===== config.mk =====
export PLATFORM = sky130hd
export DESIGN_NAME = mux_4to1_rr_arbiter
export DESIGN_NICKNAME = d
export VERILOG_FILES = /design/src/rtl/mux_4to1_rr_arbiter.sv
export SDC_FILE = /design/constraint.sdc
export NUM_CORES = 1
export LEC_CHECK = 0
export CAP_MARGIN = 10
export CORE_MARGIN = 3
export CORE_UTILIZATION = 47
export DETAILED_ROUTE_END_ITERATION = 6
export HOLD_SLACK_MARGIN = 0.1
export PLACE_DENSITY = 0.92
export SYNTH_ARGS = -nofsm -noshare
export SYNTH_HDL_FRONTEND = slang
export SYNTH_SLANG_ARGS = --single-unit

===== constraint.sdc =====
create_clock -name clk -period 2.86 [get_ports clk]
set_input_delay 0.286 -clock clk [delete_from_list [all_inputs] [get_ports clk]]
set_output_delay 0.286 -clock clk [all_outputs]
set_load 0.03 [all_outputs]

===== src/rtl/mux_4to1_rr_arbiter.sv =====
// ----------------------------------------------------------------------------
// mux_4to1_rr_arbiter
// Round-robin arbiter that owns the select of a 4-to-1 data mux. It grants one
// requester at a time for a burst of at most BURST_LEN accepted transfers and
// presents the selected data on a valid/ready output channel. On the edge that
// ends a grant it re-arbitrates immediately, so consecutive grants have no
// idle bubble. The releasing requester gets the lowest priority.
// ----------------------------------------------------------------------------
module mux_4to1_rr_arbiter #(
   parameter int WIDTH     = 4,
   parameter int BURST_LEN = 4    // legal range 1..16
) (
   input  logic             clk,
   input  logic             rst,
   input  logic [3:0]       req,
   input  logic [WIDTH-1:0] a,
   input  logic [WIDTH-1:0] b,
   input  logic [WIDTH-1:0] c,
   input  logic [WIDTH-1:0] d,
   input  logic             out_ready,
   output logic [3:0]       gnt,
   output logic [3:0]       ack,
   output logic [1:0]       sel,
   output logic [WIDTH-1:0] out,
   output logic             out_valid,
   output logic             busy
);

   // Burst counter only has to reach BURST_LEN-1, which is at most 15.
   localparam int CNT_W = 4;

   typedef enum logic {
      ST_IDLE  = 1'b0,
      ST_GRANT = 1'b1
   } state_t;

   state_t           r_state;
   logic [1:0]       r_sel;
   logic [1:0]       r_last;
   logic [CNT_W-1:0] r_cnt;
   logic [3:0]       r_gnt;
   logic             r_busy;

   logic             w_cur_req;
   logic             w_valid;
   logic             w_xfer;
   logic             w_last_beat;
   logic             w_exit;
   logic [2:0]       w_idle_pick;
   logic [2:0]       w_grant_pick;

   // Round-robin search: first set bit of i_vec at i_start, i_start+1, ...
   // (mod 4). Returns {found, index}.
   function automatic logic [2:0] f_rr_pick(input logic [3:0] i_vec,
                                            input logic [1:0] i_start);
      logic [2:0] v_res;
      logic [1:0] v_idx;
      v_res = 3'b000;
      // Walk from the farthest offset down so the nearest hit is kept.
      for (int i = 3; i >= 0; i--) begin
         v_idx = i_start + 2'(i);
         if (i_vec[v_idx]) begin
            v_res = {1'b1, v_idx};
         end
      end
      return v_res;
   endfunction

   // Transfer and grant-exit qualification from the registered select.
   assign w_cur_req    = req[r_sel];
   assign w_valid      = r_busy & w_cur_req;
   assign w_xfer       = w_valid & out_ready;
   assign w_last_beat  = (r_cnt == CNT_W'(BURST_LEN - 1));
   assign w_exit       = ~w_cur_req | (w_xfer & w_last_beat);

   // Candidate winners: from IDLE the search follows the last winner; on a
   // grant exit it follows the current holder, making the holder lowest.
   assign w_idle_pick  = f_rr_pick(req, r_last + 2'd1);
   assign w_grant_pick = f_rr_pick(req, r_sel + 2'd1);

   // Data mux, forced to zero while idle.
   // NOTE: every always_comb output gets a default first so no path leaves it
   // unassigned, which would otherwise infer a latch.
   always_comb begin
      out = '0;
      if (r_busy) begin
         unique case (r_sel)
            2'd0:    out = a;
            2'd1:    out = b;
            2'd2:    out = c;
            default: out = d;
         endcase
      end
   end

   // Acknowledge goes only to the granted requester on an accepted transfer.
   always_comb begin
      ack = 4'b0000;
      if (w_xfer) begin
         ack = 4'b0001 << r_sel;
      end
   end

   assign out_valid = w_valid;
   assign gnt       = r_gnt;
   assign sel       = r_sel;
   assign busy      = r_busy;

   // Arbitration FSM with registered grant, select and busy outputs.
   // NOTE: state is updated with non-blocking assignments so every register
   // samples the pre-edge values regardless of statement order.
   always_ff @(posedge clk or posedge rst) begin
      if (rst) begin
         r_state <= ST_IDLE;
         r_sel   <= 2'd0;
         r_last  <= 2'd3;
         r_cnt   <= '0;
         r_gnt   <= 4'b0000;
         r_busy  <= 1'b0;
      end else begin
         unique case (r_state)
            ST_IDLE: begin
               if (w_idle_pick[2]) begin
                  r_state <= ST_GRANT;
                  r_sel   <= w_idle_pick[1:0];
                  r_gnt   <= 4'b0001 << w_idle_pick[1:0];
                  r_busy  <= 1'b1;
                  r_cnt   <= '0;
               end
            end
            ST_GRANT: begin
               if (w_exit) begin
                  r_last <= r_sel;
                  r_cnt  <= '0;
                  if (w_grant_pick[2]) begin
                     r_sel <= w_grant_pick[1:0];
                     r_gnt <= 4'b0001 << w_grant_pick[1:0];
                  end else begin
                     r_state <= ST_IDLE;
                     r_gnt   <= 4'b0000;
                     r_busy  <= 1'b0;
                  end
               end else if (w_xfer) begin
                  r_cnt <= r_cnt + CNT_W'(1);
               end
            end
            default: begin
               r_state <= ST_IDLE;
               r_gnt   <= 4'b0000;
               r_busy  <= 1'b0;
            end
         endcase
      end
   end

endmodule


==> impl_metrics.env <==
export IMPL_p_leak_uw=0.000632
export IMPL_yosys_area_top_type_share_pct=27.9
export IMPL_drive_gt1_share_pct=13.9
export IMPL_synth_seq_area_share_pct=32.8
export IMPL_slew_viol_final=0
export IMPL_viasPerCell=5.74
export IMPL_fin_crit_sh_pct=95.4
export IMPL_grt_pass1_vias=1056
export IMPL_gr_total_overflow=0
export IMPL_fin_area_um2=1530
export IMPL_htreeDepth=1
export IMPL_rsz0062_at_grt="no"
export IMPL_ys_flop_type="dfrtp_1"
export IMPL_start_util_pct=52.2
export IMPL_syn_inst=124
export IMPL_synth_compound_area_share_pct=23.6
export IMPL_synth_top_area_cell="dfrtp_1"
export IMPL_r2r_start="sel[0]$_DFFE_PP0P_"
export IMPL_hold_path_class="in -> async"
export IMPL_ant_nets=0
export IMPL_async_flop_share_pct=100
export IMPL_tns_ns=0
export IMPL_hold_viol=0
export IMPL_port_buffers=38
export IMPL_route_vias_total=1107
export IMPL_clk_pin_slew_ns=0.09
export IMPL_crit_path_end_kind="primary output"
export IMPL_multi_input_area_um2=658
export IMPL_coreArea_um2=2060
export IMPL_antenna_found_initial=0
export IMPL_syn_nets=153
export IMPL_register_area_um2=355
export IMPL_grtUsageTotal_pct=22.2
export IMPL_post_drt_wl_per_cell_um=15.3
export IMPL_reg2regPathDepth=6
export IMPL_cp_max_fo=9
export IMPL_numCtsBuffers=3
export IMPL_synth_mux_area_fraction_pct=3.14
export IMPL_report_final_setup_viol=0
export IMPL_num_fill_cells=155
export IMPL_cts_root_buf="clkbuf_4"
export IMPL_place_gp_congestion=0.769
export IMPL_slowest_delay_ns=0.59
export IMPL_die_y_um=53.8
export IMPL_synth_xor_area_share_pct=0.814
export IMPL_total_power_uw=1430
export IMPL_layout_common_cells="clkdlybuf4s50_1, nand2_1, dfrtp_1"
export IMPL_status="completed"
export IMPL_synth_avg_cell_area_um2=8.68
export IMPL_p_per_area_nw_per_um2=934
export IMPL_drt_total_wl_um=2950
export IMPL_max_cap_violations=0
export IMPL_final_common_cell="clkdlybuf4s50_1"
export IMPL_drt_iter0_drc=45
export IMPL_dpl_cell_area_um2=1490
export IMPL_synth_edf_count=0
export IMPL_netlist_area_um2=1080
export IMPL_worstMarginPinSlew_ns=0.525
export IMPL_die_w_um=53.8
export IMPL_post_cts_setup_buffer_count=0
export IMPL_pin_count=39
export IMPL_synth_cell_type_count=45
export IMPL_synth_top_family_by_area="simple AND/OR/NAND/NOR gates"
export IMPL_period_needed_ns=2.73
export IMPL_grt_pass1_wl_um=4650
export IMPL_vdd_ir_drop_max_mv=0.632
export IMPL_dp_hpwl_um=2280
export IMPL_synth_area_top_cells="dfrtp_1, ha_1, dfstp_2"
export IMPL_worstSetupStartpoint="sel[0]$_DFFE_PP0P_"
export IMPL_clock_fmax_mhz=366
export IMPL_numClockSinks=14
export IMPL_synthAdderAreaFrac_pct=7.91
export IMPL_n_antenna_cell=0
export IMPL_rows=16
export IMPL_clock_path_buffers=2
export IMPL_slew_limit_headroom_pct=65.0
export IMPL_path_class="reg -> out"
export IMPL_synth_seq_cells=14
export IMPL_cp_arrival_ns=2.44
export IMPL_synth_warnings=0
export IMPL_grt_max_degree=15
export IMPL_fin_util_pct=74.1
export IMPL_drtPass1Iterations=4
export IMPL_insertion_delay_ns=0.29
export IMPL_dieArea_um2=2900
export IMPL_fin_skew_ns=0.00750
export IMPL_worst_setup_path_start_kind="flip-flop"
export IMPL_final_nets=196
export IMPL_synth_simple_area_share_pct=25.7
export IMPL_drc=0
export IMPL_slowest_stage="clkdlybuf4s50_1"
export IMPL_syn_to_final_growth_pct=42.0
export IMPL_cts_tree="built"
export IMPL_crit_chain="inv_1, ha_1, a222oi_1, o21ai_0, and2_1, clkdlybuf4s50_1"
export IMPL_required_ns=2.57
-- flip-flops by register name (all words and copies together) (netlist names) --
name     cells
gnt          4
r_last       2
sel          2
busy         1
r_state      1
r_cnt        4
-- layout make-up --
cell class                 count  area share [%]
multi-input combinational     97            43.1
inverter                       9            2.21
clock buffer                   4            2.38
timing repair buffer          42            26.9
tap                           27            2.21
sequential                    14            23.3
-- critical path: cells and delay by family (launching register included) --
| kind | cells | cell delay, ns |
|---|---|---|
| buffers and inverters | 2 | 0.71 |
| AOI/OAI and AO/OA | 2 | 0.52 |
| DFF | 1 | 0.48 |
| adders and majority gates | 1 | 0.28 |
| and+or+nand+nor | 1 | 0.16 |
-- per-layer routing --
layer / global-route usage [%] / up-vias / part of all wire, %
met5: 0 / - / 0
met3: 7.20 / 6 / 9.6
met4: 11.9 / 0 / 2.4
li1: - / 533 / -
met2: 36.7 / 48 / 49
met1: 25.1 / 520 / 39
-- logic make-up after synthesis --
logic type      after synthesis
simple gates                 51
compound gates               36
flops                        14
buf+inv                      13
fa+ha+maj                     7
mux                           2
xor+xnor                      1
-- synth_stat cells (2+ instances only) --
cell type	number
nand2_1	14
dfrtp_1	12
a21oi_1	9
nor2_1	9
o21ai_0	9
and2_1	8
inv_1	8
ha_1	6
a222oi_1	4
nand2b_1	3
a21boi_0	2
buf_6	2
dfstp_2	2
nand3_1	2
nor3_1	2
o31ai_1	2
or2b_1	2
-- power breakdown --
| part | switching [µW] | total (µW) | leakage, µW | internal, µW |
|---|---|---|---|---|
| Combinational | 508 | 908 | 0.000444 | 400 |
| Clock | 68.3 | 146 | 0.0000210 | 77.6 |
| Sequential | 88.6 | 372 | 0.000168 | 284 |
-- stage by stage --
stage	setup slack [ns]	std cells	hold WS [ns]
detailed placement	0.281	189	0.495
global route	0.00330	193	0.358
floorplan	0.696	124	0.174
finish	0.131	193	0.320
global placement	0.327	189	0.483
CTS	0.0808	193	0.335
-- timing repair --
| item | in CTS | in global routing |
|---|---|---|
| endpoints found under the hold margin | 0 | 0 |
| endpoints found under the setup margin | 1 | 2 |
| resized for setup | 1 | 1 |
| hold buffers | 0 | 0 |
-- final timing paths --
kind,endpoint,slack [ns]
worst max-delay path,out[0],0.13
worst min-delay path,r_state$_DFF_PP0_,0.32
worst max register to register,gnt[3]$_DFFE_PP0P_,0.76
worst min register to register,r_cnt[1]$_DFFE_PP0P_,0.52
max in group asynchronous,sel[1]$_DFFE_PP0P_,2.16
min in group clk,r_cnt[1]$_DFFE_PP0P_,0.52
(Power assumes the default switching activity.)
